===== src/rtl/test_pattern_7segs_rate_tick_gen.sv =====
// ---------------------------------------------------------------------------
// rate_tick_gen
// Prescaler counting 0..period-1 and pulsing step_pulse for one cycle at
// the terminal count.
//   clk, reset  - clock, synchronous active-high reset
//   enable      - counts only while high; holds otherwise
//   restart     - forces the count back to 0 and suppresses the pulse
//   period      - cycles per step (>= 1)
//   step_pulse  - one-cycle step request
// ---------------------------------------------------------------------------
module rate_tick_gen (
   input  logic        clk,
   input  logic        reset,
   input  logic        enable,
   input  logic        restart,
   input  logic [31:0] period,
   output logic        step_pulse
);
   logic [31:0] count_q;
   logic [31:0] count_d;
   logic        atTerminal;

   // Next count and step pulse. The >= comparison copes with the period
   // shrinking while the count is already beyond the new terminal value.
   always_comb begin
      count_d    = count_q;
      step_pulse = 1'b0;
      atTerminal = (count_q >= (period - 32'd1));
      if (restart) begin
         count_d = '0;
      end else if (enable) begin
         if (atTerminal) begin
            count_d    = '0;
            step_pulse = 1'b1;
         end else begin
            count_d = count_q + 32'd1;
         end
      end
   end

   // Count register, cleared by reset.
   always_ff @(posedge clk) begin
      if (reset) begin
         count_q <= '0;
      end else begin
         count_q <= count_d;
      end
   end
endmodule


===== config.mk =====
export PLATFORM = sky130hd
export DESIGN_NAME = rate_tick_gen
export DESIGN_NICKNAME = d
export VERILOG_FILES = /design/src/rtl/test_pattern_7segs_rate_tick_gen.sv
export SDC_FILE = /design/constraint.sdc
export NUM_CORES = 1
export LEC_CHECK = 0
export CAP_MARGIN = 10
export CORE_MARGIN = 1
export CORE_UTILIZATION = 55
export DETAILED_ROUTE_END_ITERATION = 16
export PLACE_DENSITY = 0.77
export SYNTH_ARGS = -nofsm -noshare
export SYNTH_HDL_FRONTEND = slang
export SYNTH_SLANG_ARGS = --single-unit

===== constraint.sdc =====
create_clock -name clk -period 11.6 [get_ports clk]
set_input_delay 1.74 -clock clk [delete_from_list [all_inputs] [get_ports clk]]
set_output_delay 1.74 -clock clk [all_outputs]
set_load 0.02 [all_outputs]

Word-level counts from Yosys, hierarchy flattened --
Index checks and enable logic that the tools add are counted.
Word-level totals: logic and storage cells 9, input bits 36, register bits after elaboration 32, output and inout port bits 1
Operators by class: $lt $le $gt $ge 1, multiplexer cells 4, add/sub/neg operators 2, reductions and logical operators 1
Operators by type and width (number):
- 32-bit by 1-bit adder with 32-bit output, second input constant | 1
- 32-bit >= comparator | 1
- 32-bit two-way mux | 1
- 32-bit by 1-bit subtractor with 32-bit output, second input constant | 1
- 1-bit two-way mux | 3
- 2-bit OR reduction | 1

Logic depth before layout (Yosys ltp) --
depth after elaboration 5, gate-level depth with buffers 17, depth with buffers taken out 14

Worst setup path after synthesis --
Ideal clock, no wire load.
path type in2out, start input port period[17], end output port step_pulse, path buffers 1, stages on the path 14, data arrival time 5.164 ns, setup slack 4.696 ns, required time 9.860 ns, cells stage by stage or4_4 or3_4 or4_4 or2_1 buf_6 nor4_4 xnor2_1 ha_1 nand4_1 nor3_1 nor2b_1 o21ai_0 o21ai_0 nor2b_1
On the way: word-level cells in the longest chain between the ends 5
RTL lines:
- start: declaration | line 16 | input logic [31:0] period,
- 32-bit by 1-bit subtractor with 32-bit output | line 28 | atTerminal = (count_q >= (period - 32'd1));
- 32-bit >= comparator | line 28
- 1-bit two-way mux | line 32 | if (atTerminal) begin
- 1-bit two-way mux | line 31 | end else if (enable) begin
- 1-bit two-way mux | line 29 | if (restart) begin
- end: declaration | line 17 | output logic step_pulse
Every way passes these cells.

Worst setup path in the final report --
Same ends and word-level chain as after synthesis.

==> out/metrics.json <==
{
  "cts": {
    "cts_hold_repair.buffers": 0,
    "clock_tree.buffer_depth": 2,
    "clock_latency_ns": 0.28,
    "cts_inserted_buffers": 5,
    "tritoncts_num_sinks": 32,
    "cts.clk_slew.worst_paths_ns": 0.07,
    "htreeDepth": 2,
    "post_cts_resized": 0,
    "cts_root_buffer": "clkbuf_8",
    "cts_tree": "done",
    "cts_setup_buffers": 0
  },
  "drt": {
    "routedWlPerCell_um": 13.8,
    "drt-vias-per-instance": 5.76,
    "detail-route-antenna-nets": 0,
    "detail_route.drc_violations": 0,
    "route.final.wire_length_um": 5780,
    "detail_route.iter0.violations": 123,
    "routed-via-count": 2407,
    "drt-pass1-iter-count": 4
  },
  "global_route": {
    "gr-usage-met1_pct": 32.6,
    "gr-usage-met3_pct": 5.63,
    "grt_start_max_net_pins": 29,
    "grt_util_met2_pct": 39.9,
    "grt-busiest-layer": "met2",
    "number_of_antenna_violations_at_the_first_check_in_global_routing": 0,
    "grt_usage_pct": 24.4,
    "grt_pass1_wl_um": 9940,
    "global_route.overflow_total": 0,
    "first_global_vias": 2231
  },
  "layout": {
    "design.final.nets": 435,
    "ff_latch_area_sq_um": 641,
    "layout-drive-gt1-share_pct": 3.55,
    "multi_input_comb_area_sq_mm": 0.00194,
    "biggestRegsByFlops": "count_q: 32 flops",
    "num_antenna_cells": 0,
    "largest-register": "count_q",
    "layout-area-overhead-vs-synth_pct": 18.8,
    "largest_reg_flops": 32,
    "fillers": 372,
    "post-route-cell-area_sq_mm": 0.00315
  },
  "timing": {
    "timing.slew.headroom_pct": 47.1,
    "fin_setup_tns_ns": 0,
    "timing_hold_violations_final": 0,
    "rsz0062_at_grt": "no",
    "finalCritPeriodShare_pct": 70.0,
    "achievable-frequency_ghz": 0.123,
    "setup-violations-final": 0,
    "slew_violations": 0,
    "clock_skew_ns": 0.00620,
    "tightest_slew_ns": 0.788,
    "timing.final.crit_period_ns": 8.12,
    "postLayoutSetupSlackWorst_ns": 3.48
  },
  "placed_design": {
    "sum_of_net_half_perimeters_after_detailed_placement_um": 4670,
    "placement.setup.worst_slack_ns": 3.57,
    "placement.io_buffers": 36,
    "place_congestion": 0.940,
    "detailed_place.area_sq_mm": 0.00305
  },
  "floorplanning": {
    "die_w_um": 71.5,
    "core_sq_mm": 0.00450,
    "die_area_sq_mm": 0.00511,
    "floorplan_row_count": 24,
    "die-height_um": 71.5,
    "boundaryPins": 37,
    "starting_density_of_the_core_pct": 58.9
  },
  "power_and_ir_drop": {
    "power.switching_mw": 0.0574,
    "power.switching_fraction_pct": 22.9,
    "share_clk_of_total_power_pct": 42.2,
    "pwr-share-comb_pct": 13.7,
    "internal_power_mw": 0.193,
    "pwr_dens_mw_per_mm2": 79.3,
    "max-vdd-ir-drop_mv": 0.105,
    "sequentialPowerShare_pct": 44.1,
    "power.leakage_nw": 1.13
  },
  "worst_setup_path": {
    "crit_required_ns": 9.86,
    "worst_setup_path_startpoint": "period[17]",
    "setup.reg_to_reg.worst_slack_ns": 9.29,
    "worstPathMaxFanout": 5,
    "critical_path_class": "input pin to output pin",
    "reg2reg_to": "count_q[26]",
    "number_of_cells_traversed_by_the_worst_register_to_register_path": 8,
    "critPathCaptureType": "output pin",
    "category_of_the_worst_setup_path_launch_point": "input pin",
    "critical_path_arrival_ns": 6.38,
    "timing.rr.start": "count_q[18]",
    "crit_path_to": "step_pulse"
  },
  "hold_path": {
    "worstHoldPathType": "flop to flop",
    "worstHoldStart": "count_q[0]"
  },
  "job": {
    "drv.max_cap_violation_count": 0
  },
  "yosys": {
    "async_reset_ff_share_pct": 0,
    "syn-instance-count": 330,
    "synth-seq-cells": 32,
    "cell_variety_after_synth": 38,
    "synthesis.area_sq_mm": 0.00265,
    "syn_nets": 400,
    "yosysSeqAreaShare_pct": 24.1,
    "ys.warnings.count": 0,
    "postSynthAreaPerCell_sq_um": 8.04,
    "synth_edf_count": 0,
    "synth_top_flop_cell": "dfxtp_1"
  },
  "run_status": {
    "result_of_the_run": "finished, final reports clean"
  }
}
-- through the flow --
stage	instances	hold WS, ns	total power, mW	util, %
6_report	418	0.515	0.250	70.0
3_5_place_dp	410	0.506	0.147	67.6
4_1_cts	418	0.515	0.251	70.0
3_3_place_gp	410	0.505	0.146	67.6
2_1_floorplan	330	0.478	0.128	-
5_1_grt	418	0.542	0.261	70.0
-- routing by layer --
| layer | vias to the layer above | wire length, um | share of wire [%] |
|---|---|---|---|
| li1 | 1236 | - | - |
| met1 | 1112 | 2820 | 49 |
| met2 | 51 | 2650 | 46 |
| met3 | 8 | 239 | 4.1 |
| met4 | 0 | 80 | 1.4 |
| met5 | - | 0 | 0 |
-- cell type report --
cell class	count	share of cell area, %
Clock buffer	6	2.30
Clock inverter	2	1.11
Inverter	8	0.952
Multi-Input combinational cell	281	61.6
Sequential cell	32	20.3
Tap cell	52	2.06
Timing Repair Buffer	37	11.7
-- kinds of logic after synthesis --
kind of cell / share of synthesized area [%]
AO/OA/AOI/OAI: 7.87
XOR/XNOR: 19.5
adder cells (fa/ha/maj): 16.0
buffers and inverters: 2.69
flip-flops: 24.1
AND/OR/NAND/NOR: 29.8
-- worst min path at each step --
stage / slack, ns / end / cells after the start
floorplan: 0.48 / count_q[1] / 2
global placement: 0.50 / count_q[0] / 2
detailed placement: 0.51 / count_q[0] / 2
CTS: 0.52 / count_q[0] / 2
global route: 0.54 / count_q[0] / 2
finish: 0.52 / count_q[0] / 2
-- cell usage after synthesis, types with 2 or more instances --
library cell  count  share of area, %
o211ai_1          2              0.57
or4_4             2              0.85
nand3_1           7               1.3
nor2_1           58               8.2
nand2_1          23               3.3
ha_1             34                16
and4_1            2              0.66
inv_1             8               1.1
clkbuf_1          8               1.1
or4_1             2              0.57
xor2_1           27               8.9
nor2b_1           4              0.94
nand4_1          21               5.0
o2111ai_1         3              0.99
and3_1            6               1.4
xnor2_1          32                11
a211oi_1          4               1.1
o21ai_0           7               1.3
a21o_1            3              0.85
nor4_1            2              0.47
nor3_1           17               3.2
dfxtp_1          32                24
a21oi_1           7               1.3
or3_1             5               1.2
-- placed cells by master, fill, tap and decap left out, drive strengths merged --
| cell | netlist | final |
|---|---|---|
| a211oi | 4 | 4 |
| a21o | 3 | 3 |
| a21oi | 7 | 7 |
| a221oi | 1 | 1 |
| a311o | 1 | 1 |
| and2 | 1 | 1 |
| and3 | 6 | 6 |
| and4 | 2 | 2 |
| buf | 1 | 1 |
| bufinv | 0 | 1 |
| clkbuf | 8 | 6 |
| clkdlybuf4s50 | 0 | 36 |
| clkinv | 0 | 1 |
| dfxtp | 32 | 32 |
| ha | 34 | 34 |
| inv | 8 | 8 |
| nand2 | 23 | 23 |
| nand2b | 1 | 1 |
| nand3 | 7 | 7 |
| nand3b | 1 | 1 |
| nand4 | 21 | 21 |
| nor2 | 58 | 58 |
| nor2b | 4 | 4 |
| nor3 | 17 | 17 |
| nor4 | 3 | 3 |
| nor4b | 1 | 1 |
| o2111ai | 3 | 3 |
| o211a | 1 | 1 |
| o211ai | 2 | 2 |
| o21a | 1 | 1 |
| o21ai | 7 | 7 |
| o221ai | 1 | 1 |
| or2 | 2 | 2 |
| or3 | 6 | 6 |
| or4 | 4 | 4 |
| xnor2 | 32 | 32 |
| xor2 | 27 | 27 |
-- worst max-delay path, stage by stage --
cell and delay, ns:
clkdlybuf4s50_1 0.46, or4_4 0.57, or3_4 0.35, or4_4 0.51
or2_1 0.34, nor4_4 0.25, xnor2_1 0.10, ha_1 0.29
nand4_1 0.15, nor3_1 0.32, nor2b_1 0.25, o21ai_0 0.15
o21ai_0 0.11, nor2b_1 0.16, clkdlybuf4s50_1 0.61
-- power groups by stage --
stage               Clock [mW]  Sequential, mW  Combinational, mW
finish                   0.105           0.110             0.0344
global route             0.112           0.110             0.0382
CTS                      0.106           0.110             0.0346
global placement             0           0.113             0.0336
detailed placement           0           0.113             0.0345
floorplan                    0           0.113             0.0155
(Power assumes the default switching activity.)
